$ cat config.mk
export PLATFORM = sky130hd
export DESIGN_NAME = serial_adder_flat
export DESIGN_NICKNAME = d
export VERILOG_FILES = /design/src/rtl/serial_adder_if.sv /design/src/rtl/serial_adder.sv /design/src/flat_wrapper.sv
export SDC_FILE = /design/constraint.sdc
export NUM_CORES = 1
export LEC_CHECK = 0
export CAP_MARGIN = 10
export CELL_PAD_IN_SITES_DETAIL_PLACEMENT = 1
export CELL_PAD_IN_SITES_GLOBAL_PLACEMENT = 2
export CORE_UTILIZATION = 40
export CTS_CLUSTER_SIZE = 16
export DETAILED_ROUTE_END_ITERATION = 8
export PLACE_DENSITY = 0.89
export REMOVE_ABC_BUFFERS = 1
export SYNTH_ARGS = -nofsm -noshare
export SYNTH_HDL_FRONTEND = slang
export SYNTH_SLANG_ARGS = --single-unit
$ cat constraint.sdc
create_clock -name clk -period 3.6 [get_ports clk]
set_input_delay 0.72 -clock clk [delete_from_list [all_inputs] [get_ports clk]]
set_output_delay 0.72 -clock clk [all_outputs]
set_load 0.02 [all_outputs]
$ cat src/rtl/serial_adder_if.sv
// Request/result bundle for the bit-serial adder: a start request carrying the operands,
// and the busy/done status with the registered sum and carry-out.
interface serial_adder_if #(
  parameter int WIDTH = 8
);
  logic             start;
  logic [WIDTH-1:0] a_in;
  logic [WIDTH-1:0] b_in;
  logic             c_in;
  logic             busy;
  logic             done;
  logic [WIDTH-1:0] sum;
  logic             c_out;

  modport master (
    output start, a_in, b_in, c_in,
    input  busy, done, sum, c_out
  );

  modport slave (
    input  start, a_in, b_in, c_in,
    output busy, done, sum, c_out
  );
endinterface

$ cat src/rtl/serial_adder.sv
// Bit-serial adder: one full-adder slice plus a registered carry adds two WIDTH-bit
// operands LSB first, one bit per clock, then presents a registered sum/carry with a done pulse.
module serial_adder_fa (
  input  logic a_i,
  input  logic b_i,
  input  logic c_i,
  output logic s_o,
  output logic c_o
);
  assign s_o = a_i ^ b_i ^ c_i;
  assign c_o = (a_i & b_i) | (a_i & c_i) | (b_i & c_i);
endmodule

module serial_adder #(
  parameter int WIDTH = 8
) (
  input  logic           clk,
  input  logic           reset,
  serial_adder_if.slave  bus
);
  typedef enum logic [1:0] {
    IDLE = 2'd0,
    RUN  = 2'd1,
    DONE = 2'd2
  } state_e;

  localparam int                CNT_W = $clog2(WIDTH + 1);
  localparam logic [CNT_W-1:0]  LAST  = CNT_W'(WIDTH);

  state_e           state_q, state_d;
  logic [WIDTH-1:0] a_q, a_d;
  logic [WIDTH-1:0] b_q, b_d;
  logic [WIDTH-1:0] p_q, p_d;
  logic [WIDTH-1:0] sum_q, sum_d;
  logic             carry_q, carry_d;
  logic             c_out_q, c_out_d;
  logic [CNT_W-1:0] cnt_q, cnt_d;
  logic             fa_s, fa_c;
  logic             busy, done;

  serial_adder_fa u_fa (
    .a_i (a_q[0]),
    .b_i (b_q[0]),
    .c_i (carry_q),
    .s_o (fa_s),
    .c_o (fa_c)
  );

  // NOTE: sequential state uses non-blocking assignments so every register samples
  // pre-edge values regardless of process ordering.
  always_ff @(posedge clk or posedge reset) begin
    if (reset) state_q <= IDLE;
    else       state_q <= state_d;
  end

  // NOTE: every combinational output gets a default before the case, so no path
  // leaves it unassigned and no latch is inferred.
  always_comb begin
    state_d = state_q;
    case (state_q)
      IDLE:    if (bus.start) state_d = RUN;
      RUN:     if (cnt_q == LAST) state_d = DONE;
      DONE:    state_d = IDLE;
      default: state_d = IDLE;
    endcase
  end

  always_comb begin
    busy = (state_q != IDLE);
    done = (state_q == DONE);
  end

  // RUN spends WIDTH slice cycles plus one commit cycle (cnt == WIDTH); the commit lands
  // on the edge into DONE so sum/c_out are already valid while done is high.
  always_comb begin
    a_d     = a_q;
    b_d     = b_q;
    p_d     = p_q;
    carry_d = carry_q;
    cnt_d   = cnt_q;
    sum_d   = sum_q;
    c_out_d = c_out_q;
    case (state_q)
      IDLE: begin
        if (bus.start) begin
          a_d     = bus.a_in;
          b_d     = bus.b_in;
          carry_d = bus.c_in;
          cnt_d   = '0;
          p_d     = '0;
        end
      end
      RUN: begin
        if (cnt_q != LAST) begin
          a_d     = a_q >> 1;
          b_d     = b_q >> 1;
          p_d     = WIDTH'({fa_s, p_q} >> 1);
          carry_d = fa_c;
          cnt_d   = cnt_q + 1'b1;
        end else begin
          sum_d   = p_q;
          c_out_d = carry_q;
        end
      end
      default: ;
    endcase
  end

  always_ff @(posedge clk or posedge reset) begin
    if (reset) begin
      a_q     <= '0;
      b_q     <= '0;
      p_q     <= '0;
      carry_q <= 1'b0;
      cnt_q   <= '0;
      sum_q   <= '0;
      c_out_q <= 1'b0;
    end else begin
      a_q     <= a_d;
      b_q     <= b_d;
      p_q     <= p_d;
      carry_q <= carry_d;
      cnt_q   <= cnt_d;
      sum_q   <= sum_d;
      c_out_q <= c_out_d;
    end
  end

  assign bus.busy  = busy;
  assign bus.done  = done;
  assign bus.sum   = sum_q;
  assign bus.c_out = c_out_q;
endmodule

$ cat src/flat_wrapper.sv
// flat-port wrapper written by rule: the top's interface ports become plain ports
module serial_adder_flat 
#(
  parameter int WIDTH = 8
)
  (clk, reset, bus_start, bus_a_in, bus_b_in, bus_c_in, bus_busy, bus_done, bus_sum, bus_c_out);
  serial_adder_if #(.WIDTH(WIDTH)) bus_i ();
  input  logic clk;
  input  logic reset;
  input wire logic [$bits(bus_i.start)-1:0] bus_start;
  input wire logic [$bits(bus_i.a_in)-1:0] bus_a_in;
  input wire logic [$bits(bus_i.b_in)-1:0] bus_b_in;
  input wire logic [$bits(bus_i.c_in)-1:0] bus_c_in;
  output wire logic [$bits(bus_i.busy)-1:0] bus_busy;
  output wire logic [$bits(bus_i.done)-1:0] bus_done;
  output wire logic [$bits(bus_i.sum)-1:0] bus_sum;
  output wire logic [$bits(bus_i.c_out)-1:0] bus_c_out;
  assign bus_i.start = bus_start;
  assign bus_i.a_in = bus_a_in;
  assign bus_i.b_in = bus_b_in;
  assign bus_i.c_in = bus_c_in;
  assign bus_busy = bus_i.busy;
  assign bus_done = bus_i.done;
  assign bus_sum = bus_i.sum;
  assign bus_c_out = bus_i.c_out;
  serial_adder #(.WIDTH(WIDTH)) u_core (.clk(clk), .reset(reset), .bus(bus_i));
endmodule
### Yosys cells after proc, flatten, opt, wreduce, memory -nomap -nowiden

Cells that the tools add are included.
W data, S select, Z words.

* register bits after elaboration: 40
* bits in latches: 0
* RAM bits: 0
* memory bits (read-only): 0
* output and inout port bits: 11
* word-level logic and storage cells: 48
* memories: 0

* $add $sub $neg: 1
* multipliers: 0
* divide/modulo/power cells: 0
* $lt $le $gt $ge: 0
* equality and inequality tests: 7
* shifts and indexed selects: 0
* multiplexer cells: 18
* bitwise operators: 8
* reductions and logical operators: 6

Operator list (number)
* $mux W8: 6
* $pmux W8 S2: 3
* $mux W4: 2
* $pmux W4 S2: 1
* $add A4 B1 Y4 const B: 1
* $eq A4 B4 Y1 const B: 1
* $mux W2: 2
* $ne A2 B1 Y1 const B: 2
* $ne A4 B4 Y1 const B: 1
* $pmux W2 S2: 1
* $reduce_and A2 Y1: 2
* $reduce_bool A2 Y1: 2
* $and A1 B1 Y1: 3
* $reduce_and A3 Y1: 1
* $eq A2 B1 Y1 const B: 1
* $eq A2 B2 Y1 const B: 1
* $logic_not A2 Y1: 1
* $mux W1: 2
* $ne A2 B2 Y1 const B: 1
* $or A1 B1 Y1: 2
* $pmux W1 S2: 1
* $xor A1 B1 Y1: 2
* $not A1 Y1: 1

### Longest topological paths before layout

* depth in word-level cells: 5
* depth in mapped cells: 7
* mapped depth without buffers: 6

### Hierarchy

A second synthesis with hierarchy kept.

* cells, all modules: 120
* area total of the unflattened synthesis: 1825.5 um^2

By module, submodules not included
* serial_adder: instances 1, cells an instance 119, area each 1805.5 um^2, seq. area each 1001.0 um^2
* serial_adder_fa: instances 1, cells an instance 1, area each 20.0 um^2, seq. area each 0.0 um^2

### Worst setup path before layout

OpenSTA, ideal clock, no wires.

* path type: reg2reg
* start point: register u_core.cnt_q[0]
* end point: register u_core.b_q[2]
* library setup time: 0.125 ns
* arrival: 1.543 ns
* required time: 3.475 ns
* path slack: 1.932 ns
* cell stages (with the launch flop): 8
* path buffers: 1
* path through: dfrtp_1 -> inv_1 -> ha_1 -> and3b_1 -> a21o_4 -> inv_8 -> buf_12 -> mux2_4

* longest elaborated chain between the ends: 3

Ends and longest elaborated chain
* start, declared: line serial_adder.sv:37 `logic [CNT_W-1:0] cnt_q, cnt_d;`
* start signal, assigned: line serial_adder.sv:123 `cnt_q <= cnt_d;`
* $ne A4 B4 Y1: line serial_adder.sv:94 `if (cnt_q != LAST) begin`
* $ne A2 B1 Y1 (no source line)
* $reduce_and A3 Y1 (no source line)
* end signal, assigned: line serial_adder.sv:112 `b_q <= '0;`
* end signal, assigned: line serial_adder.sv:120 `b_q <= b_d;`
* end, declared: line serial_adder.sv:32 `logic [WIDTH-1:0] b_q, b_d;`

No other way between the ends.
A chain may end at the register's enable or synchronous reset.

### Worst setup path after layout

* start point: register u_core.state_q[0]
* end point: output bus_busy

* longest elaborated chain between the ends: 1

Ends and longest elaborated chain
* start, declared: line serial_adder.sv:30 `state_e state_q, state_d;`
* start signal, assigned: line serial_adder.sv:53 `else state_q <= state_d;`
* $reduce_bool A2 Y1: line serial_adder.sv:69 `busy = (state_q != IDLE);`
* end, declared: line flat_wrapper.sv:14 `output wire logic [$bits(bus_i.busy)-1:0] bus_busy;`

No other way between the ends.

==> out/results.ini <==
[outcome]
status=finished with violations
violations=DRC

[sta]
slew_headroom=0.5485
finalSetupViolCount=0
final_hold_viol_count=0
skew_ns=0.01168
period_share=0.6426
tightest_slew_ns=0.6773
max_freq_mhz=432.3
finalMaxSlewViolations=0
min_period_ns=2.313
rsz0062_at_grt=false
final.setup.tns_ns=0

[finish]
ff_latch_area_um2=1001
multiInputGateArea_um2=802.0
diodes=0
final_common_cell=dfrtp_1
fin_area_um2=2344
layout-drive-gt1-share=0.2857
nets=183
layout_common_cells=dfrtp_1, clkdlybuf4s50_1, mux2_4, mux2_2
fill_cells=439
syn2layout_area_growth_pct=23.88
post-route-util=0.5273

[global_routing]
grt_usage=0.1815
grt_pass1_vias=1326
grt_overflow=0
grt_max_degree=41
grt_pass1_wl_um=6982
antenna_found_initial=0

[pwr]
clock_power_share=0.187
p_int_mw=1.425
p_leak_nw=1.123
ir_drop_mv=0.3891
switchingPower_mw=0.7054
seq_power_share=0.359
power_density_nw_per_um2=909.0
p_sw_frac=0.3312
p_comb_frac=0.453

[die]
coreArea_um2=4444
die_y_um=70.77
die_area_um2=5008
ios=31
num_rows=24
start_util=0.4257
die_x_um=70.77

[worst_setup_path]
path_class=register to primary output
worstRegToRegCells=3
worst_r2r_endpoint=u_core.cnt_q[1]$_DFFE_PP0P_
end_kind=primary output
r2r_slack_ns=1.79
r2r_start=u_core.state_q[1]$_DFFE_PP0P_
crit_path_start_kind=register
critPathLaunch=u_core.state_q[0]$_DFFE_PP0P_
worstPathMaxFanout=7
endpoint=bus_busy
critPathArrivalTime_ns=1.59
crit_required_ns=2.88

[synth]
synthDistinctLibCells=30
yosysSeqAreaShare=0.5291
synth_ff_type=dfrtp_1
async_flop_share=1.000
ys_warn_count=0
ys_seq_elements=40
yosysTopAreaCell=dfrtp_1
synth_area_leaders=dfrtp_1, mux2_4, mux2_2
synth_top_area_frac=0.5291
synthesis.area_um2=1892
synthCells=126
syn_avg_cell_area_um2=15.01
synth_edf_count=0

[route]
wirelength_um=3850
wl_per_cell_um=18.08
viasPerCell=5.362
drt_pass1_iterations=6
drtAntennaViolNets=0
drtIter0Drc=36
vias=1142
drcViolationCount=10

[cts]
clk_path_buf_depth=2
clockRootBuffer=clkbuf_8
cts_sinks=40
tritoncts=yes
cts_made_buffers=5
cts.clk_slew.worst_paths_ns=0.08
post_cts_resized=0
post_cts_buffers=0
cts_hold_buf=0
clock_latency_ns=0.30
cts_max_level=2

[placement]
place_area_um2=2217
gp_congestion=0.7204
hpwl_um=2725
place.port_buffers=30

[run]
maxCapViolations=0

[worst_hold_path]
min_path_type=register to register

worst min path at each step:
stage / start / to / depth (start not counted) / slack [ns]
CTS: u_core.b_q[7]$_DFFE_PP0P_ / u_core.b_q[7]$_DFFE_PP0P_ / 1 / 0.50
detailed placement: u_core.b_q[7]$_DFFE_PP0P_ / u_core.b_q[7]$_DFFE_PP0P_ / 1 / 0.49
global route: u_core.b_q[7]$_DFFE_PP0P_ / u_core.b_q[7]$_DFFE_PP0P_ / 1 / 0.53
floorplan: u_core.a_q[7]$_DFFE_PP0P_ / u_core.a_q[7]$_DFFE_PP0P_ / 1 / 0.47
finish: u_core.b_q[7]$_DFFE_PP0P_ / u_core.b_q[7]$_DFFE_PP0P_ / 1 / 0.50
global placement: u_core.b_q[7]$_DFFE_PP0P_ / u_core.b_q[7]$_DFFE_PP0P_ / 1 / 0.48
routing by layer:
metal	GRT usage	wire (um)	vias up
met2	0.2938	1879	31
met5	0	0	-
li1	-	-	512
met1	0.2423	1745	594
met4	0.04667	51	0
met3	0.05128	174	5
sequential cells by signal (all words and copies together) (netlist names):
name              count
u_core.p_q            8
u_core.b_q            8
u_core.cnt_q          4
u_core.state_q        2
u_core.carry_q        1
u_core.bus.sum        8
u_core.a_q            8
u_core.bus.c_out      1
power groups by stage:
stage | registers (mW) | clock network (mW) | logic, mW
4_1_cts | 0.769 | 0.410 | 0.985
2_1_floorplan | 0.788 | 0 | 0.664
3_5_place_dp | 0.775 | 0 | 0.972
3_3_place_gp | 0.762 | 0 | 0.924
5_1_grt | 0.792 | 0.427 | 1.06
6_report | 0.766 | 0.399 | 0.966
kinds of logic after synthesis:
group	count (synthesis)	synth area share
buffers and inverters	13	0.04695
AO/OA/AOI/OAI	17	0.07738
multiplexers	39	0.2698
flip-flops	40	0.5291
AND/OR/NAND/NOR	14	0.05291
adder cells (fa/ha/maj)	3	0.02381
worst max-delay path: stages (launching register included):
cell	delay [ns]
dfrtp_1	0.46
nor2_1	0.22
inv_1	0.07
clkdlybuf4s50_1	0.54
cells in the mapped netlist (all sizes together) (2+ instances only):
library cell	instances
a22o	8
a32o	2
buf	4
dfrtp	40
ha	2
inv	9
mux2	33
mux2i	6
nand2b	3
nor2	4
o21ai	2
cell type report:
cell class              instances  area share
multi-input cells              73      0.3422
clock buffers                   7     0.04111
inverters                       9     0.01762
well taps                      52     0.02776
clock inverters                 1     0.01281
flip-flops and latches         40      0.4271
repair buffers                 31      0.1313
metrics by stage:
stage	cells	hold slack, ns	power, mW	setup WS, ns
floorplan	122	0.4659	1.452	1.962
global placement	205	0.4849	1.686	1.427
finish	213	0.5011	2.130	1.287
CTS	213	0.5045	2.164	1.284
detailed placement	205	0.4861	1.747	1.350
global route	213	0.5327	2.283	1.171
(Power assumes the default switching activity.)
